$ cat config.mk
export PLATFORM = sky130hd
export DESIGN_NAME = polyphase_x_sequencer
export DESIGN_NICKNAME = d
export VERILOG_FILES = /design/src/rtl/polyphase_x_sequencer_pkg.sv /design/src/rtl/polyphase_x_sequencer.sv
export SDC_FILE = /design/constraint.sdc
export NUM_CORES = 1
export LEC_CHECK = 0
export ABC_AREA = 1
export CELL_PAD_IN_SITES_DETAIL_PLACEMENT = 1
export CELL_PAD_IN_SITES_GLOBAL_PLACEMENT = 1
export CORE_UTILIZATION = 37
export DETAILED_ROUTE_END_ITERATION = 16
export PLACE_DENSITY = 0.8
export SLEW_MARGIN = 20
export SYNTH_ARGS = -nofsm -noshare
export SYNTH_HDL_FRONTEND = slang
export SYNTH_SLANG_ARGS = --single-unit
$ cat constraint.sdc
create_clock -name clk -period 2 [get_ports clk]
set_clock_uncertainty 0.05 [all_clocks]
set_input_delay 0.4 -clock clk [delete_from_list [all_inputs] [get_ports clk]]
set_output_delay 0.4 -clock clk [all_outputs]
set_load 0.05 [all_outputs]
$ cat src/rtl/polyphase_x_sequencer_pkg.sv
// Shared definitions for the horizontal polyphase decimator front end.
// SEL_W has to stay identical to the x-filter's tap select width.
package polyphase_x_sequencer_pkg;

  localparam int PIX_W = 8;   // pixel width
  localparam int MAX_D = 7;   // largest supported decimation factor
  localparam int SEL_W = 3;   // phase select width, covers 0..MAX_D-1
  localparam int CNT_W = 12;  // per-line output counter width

  localparam logic [SEL_W-1:0] SEL_ONE = SEL_W'(1);
  localparam logic [CNT_W-1:0] CNT_ONE = CNT_W'(1);

  typedef enum logic [1:0] {
    ST_IDLE  = 2'd0,
    ST_LINE  = 2'd1,
    ST_FLUSH = 2'd2,
    ST_GAP   = 2'd3
  } state_e;

  // A zero factor means "no decimation"; anything above MAX_D is pinned to MAX_D.
  function automatic logic [SEL_W-1:0] clamp_decim(input logic [SEL_W-1:0] cfg);
    logic [SEL_W-1:0] d;
    d = cfg;
    if (cfg == '0) begin
      d = SEL_ONE;
    end else if (int'(cfg) > MAX_D) begin
      d = SEL_W'(MAX_D);
    end
    return d;
  endfunction

  // Phase counter step: wraps to 0 after D-1.
  function automatic logic [SEL_W-1:0] next_phase(input logic [SEL_W-1:0] ph,
                                                  input logic [SEL_W-1:0] d);
    logic [SEL_W-1:0] n;
    if (ph == d - SEL_ONE) begin
      n = '0;
    end else begin
      n = ph + SEL_ONE;
    end
    return n;
  endfunction

endpackage

$ cat src/rtl/polyphase_x_sequencer.sv
// Tap-load sequencer for the horizontal polyphase FIR decimator.
// Walks sel through 0..D-1 per pixel group, requests one filter output per
// group, edge-replicates the last pixel to finish a partial group at end of
// line, and clears the filter taps for one cycle between lines.
module polyphase_x_sequencer
  import polyphase_x_sequencer_pkg::*;
(
  input  logic             clk,
  input  logic             rst_n,
  input  logic [SEL_W-1:0] cfg_decim,
  input  logic             pix_valid,
  input  logic [PIX_W-1:0] pix_data,
  input  logic             pix_sol,
  input  logic             pix_eol,
  output logic             pix_ready,
  output logic             stream_in,
  output logic [SEL_W-1:0] sel,
  output logic [PIX_W-1:0] cur_p,
  output logic             xout_rdy,
  output logic             line_done,
  output logic [CNT_W-1:0] out_count,
  output logic             sol_err
);

  state_e           state_q, state_d;
  logic [SEL_W-1:0] phase_q, phase_d;
  logic [SEL_W-1:0] d_q, d_d;
  logic [SEL_W-1:0] sel_q, sel_d;
  logic [PIX_W-1:0] cur_p_q, cur_p_d;
  logic             stream_in_q, stream_in_d;
  logic             xout_rdy_q, xout_rdy_d;
  logic             line_done_q, line_done_d;
  logic [CNT_W-1:0] out_count_q, out_count_d;
  logic             sol_err_q, sol_err_d;
  // High for the cycle in which a freshly loaded sel/cur_p pair is on the bus;
  // a held pair during an input bubble must not request a second output.
  logic             pres_q, pres_d;

  logic             accept;
  logic [SEL_W-1:0] d_new;
  logic [SEL_W-1:0] d_m1;

  // Ready is combinational from state so a beat can land in the first LINE cycle.
  assign pix_ready = rst_n && ((state_q == ST_IDLE) || (state_q == ST_LINE));
  assign accept    = pix_valid && pix_ready;
  assign d_new     = clamp_decim(cfg_decim);
  assign d_m1      = d_q - SEL_ONE;

  // Next-state and output-register computation for the line sequencer.
  always_comb begin
    state_d     = state_q;
    phase_d     = phase_q;
    d_d         = d_q;
    sel_d       = sel_q;
    cur_p_d     = cur_p_q;
    stream_in_d = stream_in_q;
    pres_d      = 1'b0;
    line_done_d = 1'b0;
    sol_err_d   = 1'b0;

    // The last tap of a group was on the bus last cycle: ask for the output now.
    xout_rdy_d  = pres_q && (sel_q == d_m1);
    out_count_d = out_count_q;
    if (xout_rdy_d && (out_count_q != '1)) begin
      out_count_d = out_count_q + CNT_ONE;
    end

    unique case (state_q)
      ST_IDLE: begin
        if (accept) begin
          if (!pix_sol) begin
            // Stray beat before any start of line is discarded.
            sol_err_d = 1'b1;
          end else begin
            d_d         = d_new;
            out_count_d = '0;
            cur_p_d     = pix_data;
            sel_d       = '0;
            stream_in_d = 1'b1;
            pres_d      = 1'b1;
            phase_d     = (d_new == SEL_ONE) ? '0 : SEL_ONE;
            if (pix_eol) begin
              state_d = (d_new == SEL_ONE) ? ST_GAP : ST_FLUSH;
            end else begin
              state_d = ST_LINE;
            end
          end
        end
      end

      ST_LINE: begin
        if (accept) begin
          cur_p_d = pix_data;
          sel_d   = phase_q;
          phase_d = next_phase(phase_q, d_q);
          pres_d  = 1'b1;
          if (pix_sol) begin
            // Unexpected start of line is reported but treated as a normal pixel.
            sol_err_d = 1'b1;
          end
          if (pix_eol) begin
            state_d = (phase_q == d_m1) ? ST_GAP : ST_FLUSH;
          end
        end
      end

      ST_FLUSH: begin
        // cur_p holds the last pixel so the partial group is edge-replicated.
        sel_d   = phase_q;
        phase_d = next_phase(phase_q, d_q);
        pres_d  = 1'b1;
        if (phase_q == d_m1) begin
          state_d = ST_GAP;
        end
      end

      ST_GAP: begin
        // The filter captures the final output with its taps still intact,
        // while the tap clear and line_done go out in the same cycle.
        stream_in_d = 1'b0;
        sel_d       = '0;
        cur_p_d     = '0;
        phase_d     = '0;
        line_done_d = 1'b1;
        state_d     = ST_IDLE;
      end

      default: begin
        state_d = ST_IDLE;
      end
    endcase
  end

  // State and registered outputs; reset abandons any line in progress.
  always_ff @(posedge clk or negedge rst_n) begin
    if (!rst_n) begin
      state_q     <= ST_IDLE;
      phase_q     <= '0;
      d_q         <= SEL_ONE;
      sel_q       <= '0;
      cur_p_q     <= '0;
      stream_in_q <= 1'b0;
      xout_rdy_q  <= 1'b0;
      line_done_q <= 1'b0;
      out_count_q <= '0;
      sol_err_q   <= 1'b0;
      pres_q      <= 1'b0;
    end else begin
      state_q     <= state_d;
      phase_q     <= phase_d;
      d_q         <= d_d;
      sel_q       <= sel_d;
      cur_p_q     <= cur_p_d;
      stream_in_q <= stream_in_d;
      xout_rdy_q  <= xout_rdy_d;
      line_done_q <= line_done_d;
      out_count_q <= out_count_d;
      sol_err_q   <= sol_err_d;
      pres_q      <= pres_d;
    end
  end

  assign stream_in = stream_in_q;
  assign sel       = sel_q;
  assign cur_p     = cur_p_q;
  assign xout_rdy  = xout_rdy_q;
  assign line_done = line_done_q;
  assign out_count = out_count_q;
  assign sol_err   = sol_err_q;

endmodule

Yosys cells after proc, flatten, opt, wreduce, memory -nomap -nowiden
Index checks and enable logic that the tools add are counted.

Word-level logic and storage cells: 79. Output and inout port bits: 28. Flip-flop bits (word level): 36. Input port bits: 16.

$add $sub $neg: 3. Equality and inequality tests: 12. Reductions and logical operators: 14. Multiplexer cells: 39.

Operators by type and width (number): $mux W12 (4); $mux W3 (8); $mux W8 (3); $pmux W3 S4 (2); $pmux W8 S3 (1); $add A12 B1 Y12 const B (1); $mux W2 (6); $ne A12 B12 Y1 const B (1); $mux W1 (11); $ne A2 B2 Y1 const B (5); $reduce_and A3 Y1 (3); $pmux W2 S4 (1); $eq A3 B3 Y1 (2); $reduce_and A5 Y1 (1); $eq A2 B2 Y1 const B (2); $logic_and A1 B1 Y1 (4); $pmux W1 S2 (2); $reduce_and A4 Y1 (1); $add A3 B1 Y3 const B (1); $eq A3 B1 Y1 const B (1); $logic_not A3 Y1 (1); $pmux W1 S3 (1); $reduce_bool A3 Y1 (1); $sub A3 B1 Y3 const B (1); other kinds (4) (4).

Logic depth before layout (Yosys ltp)
Word-level depth: 8. Depth in mapped cells: 12. Mapped depth without buffers: 11.

Worst setup path before layout
No wires, ideal clock.

Path kind: reg2reg. From: register state_q[1]. To: register stream_in_q (netlist: stream_in). Data required time: 1832 ps. Path slack: 139 ps. Arrival time: 1693 ps. Clock period less this slack: 1861 ps. Cell stages (with the launch flop): 11. Setup time: 118 ps. Path buffers: 1. Cell sequence: dfrtp_1 inv_1 ha_1 nor2_1 nor2_4 nand2_2 nor3_2 buf_4 o21ai_1 o21ai_1 inv_1.

Word-level cells in the longest chain between the ends: 6. Elaborated cells on any way between the ends: 11. Classes of those cells: eq/ne: 4; mux: 1; reduce/logical: 6.

Ends and longest elaborated chain: start: declaration (RTL line polyphase_x_sequencer.sv:25) `state_e state_q, state_d;`; start signal: assignment (RTL line polyphase_x_sequencer.sv:149) `state_q <= state_d;`; $eq A2 B1 Y1 or $logic_not A2 Y1 (tied branches) (RTL line polyphase_x_sequencer.sv:44) `assign pix_ready = rst_n && ((state_q == ST_IDLE) || (state_q == ST_LINE));`; $logic_or A1 B1 Y1 * (RTL line polyphase_x_sequencer.sv:44); $logic_and A1 B1 Y1 * (RTL line polyphase_x_sequencer.sv:44); named net pix_ready (RTL line polyphase_x_sequencer.sv:15) `output logic pix_ready,`; $logic_and A1 B1 Y1 * (RTL line polyphase_x_sequencer.sv:45) `assign accept = pix_valid && pix_ready;`; $ne A2 B2 Y1 (no line) *; $reduce_and A3 Y1 (no line) *; end signal: assignment (RTL line polyphase_x_sequencer.sv:154) `stream_in_q <= stream_in_d;`; end: declaration (RTL line polyphase_x_sequencer.sv:30) `logic stream_in_q, stream_in_d;`.

The timed path passes the listed nets; every way through them passes the cells marked *. A chain may end at the register's enable or synchronous reset.

Worst setup path in the final report
From: register cur_p_q[5] (netlist: cur_p[5]). To: output port cur_p[5].

RTL lines: start: declaration (RTL line polyphase_x_sequencer.sv:29) `logic [PIX_W-1:0] cur_p_q, cur_p_d;`; start signal: assignment (RTL line polyphase_x_sequencer.sv:153) `cur_p_q <= cur_p_d;`; end: declaration (RTL line polyphase_x_sequencer.sv:18) `output logic [PIX_W-1:0] cur_p,`.

No word-level cell between the ends.

==> impl_metrics.toml <==
[run_status]
outcome = "finished clean"

[critical_path]
path_delay_family = "buffers and inverters"
r2r_slack_ps = 130
reg2reg_from = "d_q[0]"
worst-path-buf-inv = 1
critPathSlowestCell = "clkdlybuf4s50_1"
required_ps = 1550
r2r_end = "out_count[3]"
start_kind = "flop"
cp.arrival_ps = 1480
end_kind = "output port"
ff2ff_path_depth = 9
path_max_fanout = 2
crit_type = "flop to output port"
crit_chain = "clkdlybuf4s50_1"
cpPeakStageDelay_ps = 820

[floorplanning]
die_h_um = 76.5
dieArea_sq_um = 5850
io_pins = 44
initial_utilization_pct = 39.2
fp.dieW_um = 76.5
fp.coreArea_sq_um = 5240
rows = 26

[placement]
hpwlAfterDp_um = 4110
dpl_cell_area_sq_um = 2580
port_buffers = 43
gp_congestion = 0.802
placedCellCount = 381

[clocking]
cts.reportedPaths.clkPinSlew_ps = 80
cts_sinks = 36
tritoncts = "built"
htreeDepth = 2
numCtsBuffers = 5
postCtsHoldBufs = 0
cts_root_buf = "clkbuf_8"
insertion_delay_ps = 290
cts_buffer_depth = 2

[layout]
layout_commonest_cell = "nand2_1"
final_nets = 346
antennaDiodeCount = 0
area_delta_synth_final_pct = 31.9
layout_common_cells = "nand2_1, dfrtp_1, nor2_1"
finalNonFillerCells = 392
drive_above_1_share_pct = 16.8
fin_util_pct = 51.7
fin_area_sq_um = 2710

[timing]
rsz0062_at_grt = "no"
max_freq_mhz = 519
hold_violations = 0
fin_crit_sh_pct = 96.3
finalSetupTns_ps = 0
setup-violations-final = 0
slew_headroom_pct = 65.8
slew_violations = 0
fin_crit_ps = 1930
worst_pin_slew_ps = 511

[drt]
drc = 0
route.detailed.wl_per_inst_um = 13.4
initialDrtViolationCount = 60
ant_nets = 0
first_pass_iters = 4
vias = 1907
routed_wl_um = 5270
via_per_inst = 4.86

[grt]
grt_pass1_vias = 1935
track_usage_pct = 19.6
grt_pass1_wl_um = 9030
grt_max_degree = 37
overflow = 0
antenna_found_initial = 0

[hold_path]
hold_class = "input port to asynchronous set/reset pin"

[yosys]
synth_area_sq_um = 2050
seq_area_frac_synth_pct = 43.9
syn-num-nets = 288
syn_inst = 263
avgSynthCellArea_sq_um = 7.81
yosysTopAreaCell = "dfrtp_1"
synth_area_leaders = "dfrtp_1, nand2_1, nand3_1"
synth_top_area_share_pct = 42.6
yosys_warnings = 0
synth_seq_cells = 36
synth_cell_types = 30

[pwr]
finalPower_mw = 4.22
p_leak_nw = 1.30
powerDensity_nw_per_um2 = 1560
vdd_drop_max_uv = 713

[flow_run]
cap_violations = 0
## cells by family after synthesis
group / count (synthesis) / synth area share [%]
flip-flops: 36 / 43.9
multiplexers: 1 / 0.487
AO/OA/AOI/OAI: 36 / 9.26
AND/OR/NAND/NOR: 141 / 31.2
adder cells (fa/ha/maj): 9 / 5.48
XOR/XNOR: 7 / 2.98
buffers and inverters: 33 / 6.64
## sequential cells by signal, summed over array words and instances (netlist names)
| register | count |
|---|---|
| line_done | 1 |
| sol_err | 1 |
| pres_q | 1 |
| cur_p | 8 |
| out_count | 12 |
| xout_rdy | 1 |
| stream_in | 1 |
| sel | 3 |
| phase_q | 3 |
| d_q | 3 |
| state_q | 2 |
## per-stage QoR
stage          hold WS [ps]  worst slack (ps)
6_report                175              73.6
3_3_place_gp            430               103
4_1_cts                 190              17.0
5_1_grt                 217              17.5
3_5_place_dp            430              37.1
2_1_floorplan          54.4               139
## synthesized netlist by cell type, drive strengths merged
library cell,count
nand3b,2
a22oi,1
o21ai,20
nand4,2
nand2,73
xnor2,5
a21oi,12
clkbuf,1
clkinv,1
dfstp,1
o22ai,1
nand3,27
buf,3
o31ai,1
inv,28
nor3,1
nor2,36
mux2i,1
ha,9
xor2,2
dfrtp,35
o2bb2ai,1
## layout make-up
type / count / area (sq um)
fill: 656 / 2530
multi-input combinational: 194 / 1040
sequential: 36 / 902
timing repair buffer: 55 / 490
inverter: 29 / 109
tap: 70 / 87.6
clock buffer: 7 / 76.3
clock inverter: 1 / 5.00
## power breakdown
part / internal (mW) / switching, mW / leakage [nW] / total, mW
combinational: 0.923 / 1.61 / 0.786 / 2.53
sequential: 0.978 / 0.203 / 0.467 / 1.18
clock: 0.245 / 0.265 / 0.0422 / 0.510
total: 2.15 / 2.07 / 1.30 / 4.22
## metal layers
| metal | vias to the layer above | track usage [%] | routed length, um |
|---|---|---|---|
| li1 | 956 | - | - |
| met1 | 911 | 23.3 | 2330 |
| met2 | 34 | 35.0 | 2680 |
| met3 | 6 | 5.03 | 204 |
| met4 | 0 | 5.19 | 57 |
| met5 | - | 0 | 0 |
## worst max-delay path by stage
stage	start	endpoint	slack [ps]	cells after the start
2_1_floorplan	state_q[1]	stream_in	140	10
3_3_place_gp	d_q[0]	state_q[1]	100	10
3_5_place_dp	d_q[0]	state_q[1]	40	10
4_1_cts	d_q[0]	out_count[3]	20	9
5_1_grt	state_q[1]	pix_ready	20	5
6_report	cur_p[5]	cur_p[5]	70	1
## timing repair
| item | 4_1_cts | 5_1_grt |
|---|---|---|
| gates resized for setup | 0 | 5 |
| setup endpoints to repair | 0 | 19 |
| buffers inserted | 0 | 3 |
(Power assumes the default switching activity.)
